`config.mk`:
```
export PLATFORM = sky130hd
export DESIGN_NAME = spi_mem_master
export DESIGN_NICKNAME = d
export VERILOG_FILES = /design/src/rtl/spi_mem_pkg.sv /design/src/rtl/spi_bit_engine.sv /design/src/rtl/spi_mem_master.sv
export SDC_FILE = /design/constraint.sdc
export NUM_CORES = 1
export LEC_CHECK = 0
export CAP_MARGIN = 20
export CORE_AREA = 2 2 150 152
export DETAILED_ROUTE_END_ITERATION = 10
export DIE_AREA = 0 0 152 154
export HOLD_SLACK_MARGIN = 0.15
export PLACE_DENSITY = 0.51
export SLEW_MARGIN = 40
export SYNTH_ARGS = -nofsm -noshare
export SYNTH_HDL_FRONTEND = slang
export SYNTH_HIERARCHICAL = 1
export SYNTH_SLANG_ARGS = --single-unit
```
`constraint.sdc`:
```
create_clock -name clk -period 4.4 [get_ports clk]
set_input_delay 0.66 -clock clk [delete_from_list [all_inputs] [get_ports clk]]
set_output_delay 0.66 -clock clk [all_outputs]
set_load 0.005 [all_outputs]
```
`src/rtl/spi_mem_pkg.sv`:
```
// Shared command codes and controller states for the SPI memory master.
package spi_mem_pkg;

  localparam logic [7:0] CMD_READ  = 8'h03;
  localparam logic [7:0] CMD_WRITE = 8'h02;

  typedef enum logic [1:0] {
    IDLE,
    SHIFT,
    RESP
  } state_t;

endpackage

```
`src/rtl/spi_bit_engine.sv`:
```
// SPI mode-0 bit serialiser: SCLK divider, bit counter, MSB-first TX and RX shift registers.
module spi_bit_engine #(
  parameter int unsigned NB_MAX  = 64,
  parameter int unsigned RX_W    = 32,
  parameter int unsigned CLK_DIV = 1,
  localparam int unsigned CNT_W  = $clog2(NB_MAX + 1)
) (
  input  logic              clk,
  input  logic              rst,
  input  logic              start,
  input  logic [CNT_W-1:0]  nbits,
  input  logic [NB_MAX-1:0] tx,
  input  logic              miso,
  output logic              sclk,
  output logic              mosi,
  output logic [RX_W-1:0]   rx,
  output logic              done_c
);

  localparam int unsigned DIV_W = $clog2(CLK_DIV + 1);

  logic              busy;
  logic [DIV_W-1:0]  div_cnt;
  logic [CNT_W-1:0]  bits_left;
  logic [NB_MAX-1:0] tx_sr;
  logic              phase_end_c;

  assign phase_end_c = busy && (div_cnt == DIV_W'(CLK_DIV - 1));
  // Fires on the edge that closes the high phase of the last bit.
  assign done_c      = phase_end_c && sclk && (bits_left == CNT_W'(1));

  always_ff @(posedge clk) begin
    if (rst) begin
      busy      <= 1'b0;
      sclk      <= 1'b0;
      mosi      <= 1'b0;
      div_cnt   <= '0;
      bits_left <= '0;
      tx_sr     <= '0;
      rx        <= '0;
    end else if (start) begin
      busy      <= 1'b1;
      sclk      <= 1'b0;
      mosi      <= tx[NB_MAX-1];
      tx_sr     <= {tx[NB_MAX-2:0], 1'b0};
      div_cnt   <= '0;
      bits_left <= nbits;
      rx        <= '0;
    end else if (busy) begin
      if (!phase_end_c) begin
        div_cnt <= div_cnt + DIV_W'(1);
      end else begin
        div_cnt <= '0;
        if (!sclk) begin
          // Rising SCLK: sample the bit the slave presented during the low phase.
          sclk <= 1'b1;
          rx   <= {rx[RX_W-2:0], miso};
        end else begin
          sclk <= 1'b0;
          if (done_c) begin
            busy <= 1'b0;
            mosi <= 1'b0;
          end else begin
            bits_left <= bits_left - CNT_W'(1);
            mosi      <= tx_sr[NB_MAX-1];
            tx_sr     <= {tx_sr[NB_MAX-2:0], 1'b0};
          end
        end
      end
    end
  end

endmodule

```
`src/rtl/spi_mem_master.sv`:
```
// SPI mode-0 memory master: validates requests, drives chip selects and
// returns read data from 0x03/0x02 transactions on a shared bus.
module spi_mem_master
  import spi_mem_pkg::*;
#(
  parameter int unsigned NUM_CS    = 2,
  parameter int unsigned ADDR_W    = 24,
  parameter int unsigned MAX_BYTES = 4,
  parameter int unsigned CLK_DIV   = 1,
  localparam int unsigned CS_W     = (NUM_CS > 1) ? $clog2(NUM_CS) : 1,
  localparam int unsigned LEN_W    = $clog2(MAX_BYTES + 1),
  localparam int unsigned DATA_W   = 8 * MAX_BYTES
) (
  input  logic              clk,
  input  logic              rst,
  input  logic              req_valid,
  output logic              req_ready,
  input  logic              req_write,
  input  logic [CS_W-1:0]   req_cs,
  input  logic [ADDR_W-1:0] req_addr,
  input  logic [LEN_W-1:0]  req_len,
  input  logic [DATA_W-1:0] req_wdata,
  output logic              rsp_valid,
  output logic              rsp_err,
  output logic [DATA_W-1:0] rsp_rdata,
  output logic              sclk,
  output logic              mosi,
  input  logic              miso,
  output logic [NUM_CS-1:0] cs_n
);

  localparam int unsigned NB_MAX = 8 + ADDR_W + DATA_W;
  localparam int unsigned CNT_W  = $clog2(NB_MAX + 1);

  state_t            state;
  logic [LEN_W-1:0]  len_q;
  logic              write_q;
  logic              accept_c;
  logic              bad_c;
  logic              start_c;
  logic              done_c;
  logic [CNT_W-1:0]  nbits_c;
  logic [NB_MAX-1:0] tx_c;
  logic [DATA_W-1:0] rx;
  logic [DATA_W-1:0] rdata_c;

  assign accept_c = req_valid && req_ready;
  assign bad_c    = (req_len == '0) || (32'(req_len) > MAX_BYTES) || (32'(req_cs) >= NUM_CS);
  assign start_c  = accept_c && !bad_c;
  assign nbits_c  = CNT_W'(8 + ADDR_W) + (CNT_W'(req_len) << 3);

  // Transmit frame, left aligned: command, address, then data bytes 0..len-1.
  always_comb begin
    tx_c = '0;
    tx_c[NB_MAX-1 -: 8]      = req_write ? CMD_WRITE : CMD_READ;
    tx_c[NB_MAX-9 -: ADDR_W] = req_addr;
    if (req_write) begin
      for (int k = 0; k < int'(MAX_BYTES); k++) begin
        tx_c[DATA_W-1-8*k -: 8] = req_wdata[8*k +: 8];
      end
    end
  end

  // The last received byte sits lowest in rx; reorder so byte k lands at [8k+7:8k].
  always_comb begin
    rdata_c = '0;
    if (!write_q) begin
      for (int k = 0; k < int'(MAX_BYTES); k++) begin
        if (k < int'(len_q)) begin
          rdata_c[8*k +: 8] = rx[8*(int'(len_q)-1-k) +: 8];
        end
      end
    end
  end

  spi_bit_engine #(
    .NB_MAX  (NB_MAX),
    .RX_W    (DATA_W),
    .CLK_DIV (CLK_DIV)
  ) u_engine (
    .clk    (clk),
    .rst    (rst),
    .start  (start_c),
    .nbits  (nbits_c),
    .tx     (tx_c),
    .miso   (miso),
    .sclk   (sclk),
    .mosi   (mosi),
    .rx     (rx),
    .done_c (done_c)
  );

  always_ff @(posedge clk) begin
    if (rst) begin
      state     <= IDLE;
      req_ready <= 1'b1;
      rsp_valid <= 1'b0;
      rsp_err   <= 1'b0;
      rsp_rdata <= '0;
      cs_n      <= '1;
      len_q     <= '0;
      write_q   <= 1'b0;
    end else begin
      rsp_valid <= 1'b0;
      case (state)
        IDLE: begin
          if (accept_c) begin
            req_ready <= 1'b0;
            if (bad_c) begin
              state     <= RESP;
              rsp_valid <= 1'b1;
              rsp_err   <= 1'b1;
              rsp_rdata <= '0;
            end else begin
              state   <= SHIFT;
              cs_n    <= ~(NUM_CS'(1) << req_cs);
              len_q   <= req_len;
              write_q <= req_write;
            end
          end
        end
        SHIFT: begin
          if (done_c) begin
            state     <= RESP;
            cs_n      <= '1;
            rsp_valid <= 1'b1;
            rsp_err   <= 1'b0;
            rsp_rdata <= rdata_c;
          end
        end
        RESP: begin
          state     <= IDLE;
          req_ready <= 1'b1;
        end
        default: begin
          state     <= IDLE;
          req_ready <= 1'b1;
          cs_n      <= '1;
        end
      endcase
    end
  end

endmodule

```
# Word-level counts from Yosys, hierarchy flattened
# Cells that the tools add are included.
# totals
ff_bits	149
elab_cells	120
in_bits	65
out_inout_bits	39
# classes
n_eq_ne	8
n_reduce_logical	23
bitwise	6
n_lt_le_gt_ge	5
n_shift	5
n_addsub	7
mux	51
# op_table
op	count
$mux W64	5
$mux W32	5
$pmux W32 S2	1
$shiftx A32 B32 Y8	2
$mux W7	5
$mux W8	4
$shiftx A32 B7 Y8	1
$shiftx A32 B8 Y8	1
$mux W1	20
$mux W2	6
$reduce_and A4 Y1	3
$ne A2 B2 Y1 const B	5
$sub A4 B3 Y5 const B	2
$reduce_and A3 Y1	3
$reduce_bool A2 Y1	4
$add A6 B6 Y7 const A	1
$eq A7 B1 Y1 const B	1
$sub A7 B1 Y7 const B	1
$lt A1 B3 Y1 const A	2
$lt A2 B3 Y1 const A	2
$pmux W1 S2	3
$pmux W2 S3	1
$reduce_and A2 Y1	3
$logic_and A1 B1 Y1	5
other kinds (15)	19

# Longest topological paths before layout
# depth
depth_word	9
mapped_depth	12
ltp_nobuf	9

# Modules after synthesis
# The synthesis kept the hierarchy.
# modules_own_cells
module	cells_per_inst	seq_area_each_um2	instances	area_each_um2
spi_bit_engine	557	2122.0	1	4805.9
spi_mem_master	309	860.8	1	2705.1

# Least setup slack after synthesis
# OpenSTA, ideal clock, no wires.
# synth_timing
path_type	reg2reg
from	register len_q[0]
to	register rsp_rdata[25]
synth_period_minus_slack_ns	2.813
stages_incl_launch_ff	13
arrival_time_ns	2.746
setup_time_ns	0.067
n_path_buf	4
path_slack_ns	1.587
t_required_ns	4.333
path_cell_list	dfxtp_1 buf_2 inv_1 clkbuf_1 ha_1 buf_2 buf_2 inv_1 ha_1 nand4b_1 a211oi_1 a32oi_1 nor2_1
# synth_via
elab_chain_cells	7
elab_cells_between_ends	8
classes_between	2 x add/sub; 1 x order compare; 1 x shift; 4 x mux
# synth_lines
element	line_no	rtl
start, declared	spi_mem_master.sv:36	logic [LEN_W-1:0] len_q;
start signal, assigned	spi_mem_master.sv:117	len_q <= req_len;
$sub A3 B1 Y4	spi_mem_master.sv:70	rdata_c[8*k +: 8] = rx[8*(int'(len_q)-1-k) +: 8];
$sub A4 B3 Y5	spi_mem_master.sv:70	
$shiftx A32 B8 Y8	spi_mem_master.sv:70	
$mux W8 (*)	spi_mem_master.sv:69	if (k < int'(len_q)) begin
$mux W32 (*)	spi_mem_master.sv:67	if (!write_q) begin
$mux W32 (*)	spi_mem_master.sv:123	if (done_c) begin
$pmux W32 S2 (*)	spi_mem_master.sv:105	case (state)
end signal, assigned	spi_mem_master.sv:128	rsp_rdata <= rdata_c;
end, declared	spi_mem_master.sv:25	output logic [DATA_W-1:0] rsp_rdata,
# Every way passes the cells marked *; elsewhere a longest branch is shown, timed or not. The select of a mux whose other input is x is not followed.
# A chain may end at the register's enable or synchronous reset.

# Worst setup path in the final report
# layout_timing
from	register len_q[0]
to	register rsp_rdata[20]
# layout_via
elab_chain_cells	7
elab_cells_between_ends	8
classes_between	2 x add/sub; 1 x order compare; 1 x shift; 4 x mux
# layout_lines
element	line_no
$sub A3 B1 Y4	spi_mem_master.sv:70
$sub A4 B3 Y5	spi_mem_master.sv:70
$shiftx A32 B32 Y8	spi_mem_master.sv:70
$mux W8 (*)	spi_mem_master.sv:69
$mux W32 (*)	spi_mem_master.sv:67
$mux W32 (*)	spi_mem_master.sv:123
$pmux W32 S2 (*)	spi_mem_master.sv:105
# Marks and branches as above.

==> results.py <==
metrics = {
    "cells_and_area": {
        "fillers": 2176,
        "diodes": 0,
        "fin_nets": 1008,
        "design_area_um2": 9340,
        "multi_input_area_um2": 4010,
        "layout-drive-gt1-share_pct": 12.8,
        "area_growth_pct": 24.3,
        "final_util_pct": 43.0,
        "register_area_um2": 2980,
    },
    "grt": {
        "overflow": 0,
        "grt_usage_pct": 16.4,
        "grt_max_degree": 66,
        "grt_pass1_vias": 6098,
        "antenna_found_initial": 0,
        "grt_pass1_wl_mm": 31.8,
    },
    "setup_path": {
        "start_kind": "flop",
        "critPathKind": "flop to flop",
        "cp.arrival_ps": 3420,
        "worstReg2RegStart": "len_q[0]",
        "r2r_cells": 7,
        "critPathLaunch": "len_q[0]",
        "cp_max_fo": 22,
        "end_kind": "flop",
        "r2r_setup_slack_ps": 1340,
        "worst_r2r_endpoint": "rsp_rdata[20]",
        "cp.required_ps": 4760,
        "endpoint": "rsp_rdata[20]",
    },
    "clock_network": {
        "numCtsBuffers": 17,
        "cts_resized": 0,
        "cts_buffer_depth": 2,
        "cts_root_buf": "clkbuf_16",
        "insertion_delay_ps": 430,
        "cts_tree": "done",
        "htree_levels": 4,
        "hold_buffers": 0,
        "cts.reportedPaths.clkPinSlew_ps": 70,
        "cts_sinks": 149,
        "cts_setup_buffers": 0,
    },
    "floorplanning": {
        "start_util_pct": 34.6,
        "core-area_um2": 21700,
        "top_level_ports": 104,
        "die-height_um": 154,
        "die_width_um": 152,
        "rows": 54,
        "die_area_um2": 23400,
    },
    "hold_path": {
        "worstHoldPathType": "flop to flop",
    },
    "place": {
        "dp_hpwl_mm": 12.1,
        "io_buffers": 103,
        "place_area_um2": 8740,
        "routabilityCongestion": 0.771,
    },
    "detailed_routing": {
        "drtPass1Iterations": 7,
        "vias": 6235,
        "ant_nets": 0,
        "drt_iter0_drc": 367,
        "routed_wirelength_mm": 18.9,
        "routedWlPerCell_um": 15.4,
        "drc": 0,
        "vias_per_cell": 5.07,
    },
    "sta": {
        "worst_pin_slew_ps": 787,
        "max_freq_mhz": 327,
        "rsz0062_at_grt": "no",
        "skew_ps": 8.35,
        "tns_ps": 0,
        "holdWs_ps": 467,
        "relSlewSlack_pct": 47.5,
        "report.final.slew_viol_count": 0,
        "finalCritPeriodShare_pct": 69.4,
        "hold_violations": 0,
        "min_period_ps": 3060,
        "finalSetupViolCount": 0,
    },
    "synthesis": {
        "ys_warn_count": 7,
        "yosys.area_share.simple_pct": 17.1,
        "synthAdderAreaFrac_pct": 1.17,
        "synth_flop_cell": "dfxtp_1",
        "synth-compound-area-share_pct": 27.7,
        "synth_seq_cells": 149,
        "netlist.area_leader.share_pct": 39.7,
        "syn_inst": 866,
        "synth_seq_area_share_pct": 39.7,
        "synth_largest_area_cell": "dfxtp_1",
        "synth_area_leaders": "dfxtp_1, a221oi_2, nand2_1",
        "yosys-mux-area-fraction_pct": 5.86,
        "ys_types": 53,
        "synth-edff-count": 0,
        "synth_area_um2": 7510,
        "syn_area_per_cell_um2": 8.67,
        "synth_async_sr_flop_share_pct": 0,
        "synth_top_family_by_area": "compound AO/OA/AOI/OAI gates",
        "synth_xor_xnor_area_share_pct": 0.583,
    },
    "status": {
        "outcome": "completed",
    },
    "power_and_ir_drop": {
        "vdd_drop_max_uv": 200,
        "power.leakage_nw": 3.30,
        "power.density_nw_per_um2": 365,
    },
    "flow_run": {
        "drv_cap": 0,
    },
}
-- worst max-delay path, stage by stage, from the launching register on --
cell	delay (ps)
dfxtp_1	330
inv_1	220
ha_2	760
inv_1	330
ha_1	390
a2111oi_4	630
a32oi_1	200
nor2_1	120
-- report_power, final --
| part | leakage [nW] | internal (mW) | total [mW] | switching (mW) |
|---|---|---|---|---|
| combinational | 1.80 | 0.211 | 0.485 | 0.274 |
| sequential | 1.21 | 1.41 | 1.45 | 0.0401 |
| clock | 0.285 | 0.859 | 1.47 | 0.614 |
| total | 3.30 | 2.48 | 3.41 | 0.928 |
-- layout by cell type, fill, tap and decap left out, drive strengths merged, types with 2 or more instances in the layout --
cell type,netlist,final
a211oi,8,8
a21o,4,4
a21oi,109,109
a221o,16,16
a221oi,58,58
a22oi,3,3
a32o,8,8
a32oi,14,14
and2,33,33
buf,26,15
bufinv,0,2
clkbuf,47,19
clkdlybuf4s50,0,101
clkinv,0,6
clkinvlp,0,2
conb,2,10
dfxtp,149,149
ha,7,7
inv,68,71
mux2,8,8
mux2i,35,35
nand2,156,156
nand2b,13,13
nand3,4,4
nand4b,3,3
nor2,37,37
nor2b,2,2
nor3,9,9
nor3b,2,2
nor4,2,2
o21a,2,2
o21ai,7,7
o2bb2ai,8,8
o32ai,2,2
or2,5,5
or3,2,2
or4,2,2
xnor2,4,4
-- synth_stat cells (9+ instances only) --
cell      count
nand2_1     156
dfxtp_1     149
a21oi_1     109
inv_1        67
a221oi_2     57
clkbuf_1     47
nor2_1       37
mux2i_1      35
and2_1       33
a221o_1      16
buf_2        15
a32oi_1      14
nand2b_1     13
buf_4         9
nor3_1        9
-- layout make-up --
type                       instances  area share, %
multi-input combinational        584           43.0
clock buffer                      19           4.74
timing repair buffer             116           12.2
sequential                       149           31.9
clock inverter                    13           1.61
inverter                          68           2.73
tap                              280           3.75
-- metrics by stage --
| stage | setup slack [ps] | power [mW] | cells |
|---|---|---|---|
| 5_1_grt | 1100 | 3.58 | 1229 |
| 3_3_place_gp | 1300 | 1.97 | 1196 |
| 4_1_cts | 1350 | 3.45 | 1229 |
| 6_report | 1340 | 3.41 | 1229 |
| 2_1_floorplan | 1590 | 1.82 | 874 |
| 3_5_place_dp | 1240 | 1.97 | 1197 |
-- registers in the layout, summed over array words and instances (netlist names) --
signal / flops
write_q: 1
u_engine/tx_sr: 63
rsp_valid: 1
u_engine/bits_left: 7
len_q: 3
u_engine/busy: 1
rsp_rdata: 32
u_engine/mosi: 1
u_engine/sclk: 1
u_engine/rx: 32
u_engine/div_cnt: 1
state: 2
cs_n: 2
rsp_err: 1
req_ready: 1
-- worst min-delay path by stage --
stage                            start            endpoint  slack [ps]  cells past startpoint
floorplan            u_engine/tx_sr[1]   u_engine/tx_sr[1]         440                      2
global placement         rsp_rdata[12]       rsp_rdata[12]         450                      1
detailed placement       rsp_rdata[14]       rsp_rdata[14]         450                      1
CTS                      rsp_rdata[14]       rsp_rdata[14]         470                      1
global route        u_engine/tx_sr[37]  u_engine/tx_sr[37]         480                      2
finish                   rsp_rdata[15]       rsp_rdata[15]         470                      1
-- routing by layer --
metal / track usage (%) / up-vias / routed length (um)
met1: 21.5 / 2934 / 9010
met4: 5.83 / 0 / 329
met2: 27.3 / 106 / 9080
met3: 2.82 / 16 / 516
li1: - / 3179 / -
met5: 0 / - / 0
-- cell families (layout without fill, tap and decap cells) --
family,Yosys count,in the layout
other cells,2,10
mux,43,43
fa+ha+maj,7,7
simple gates,275,275
compound gates,244,244
flops,149,149
xor+xnor,5,5
buf+inv,141,216
No activity file was read; power rests on OpenSTA's default activity.
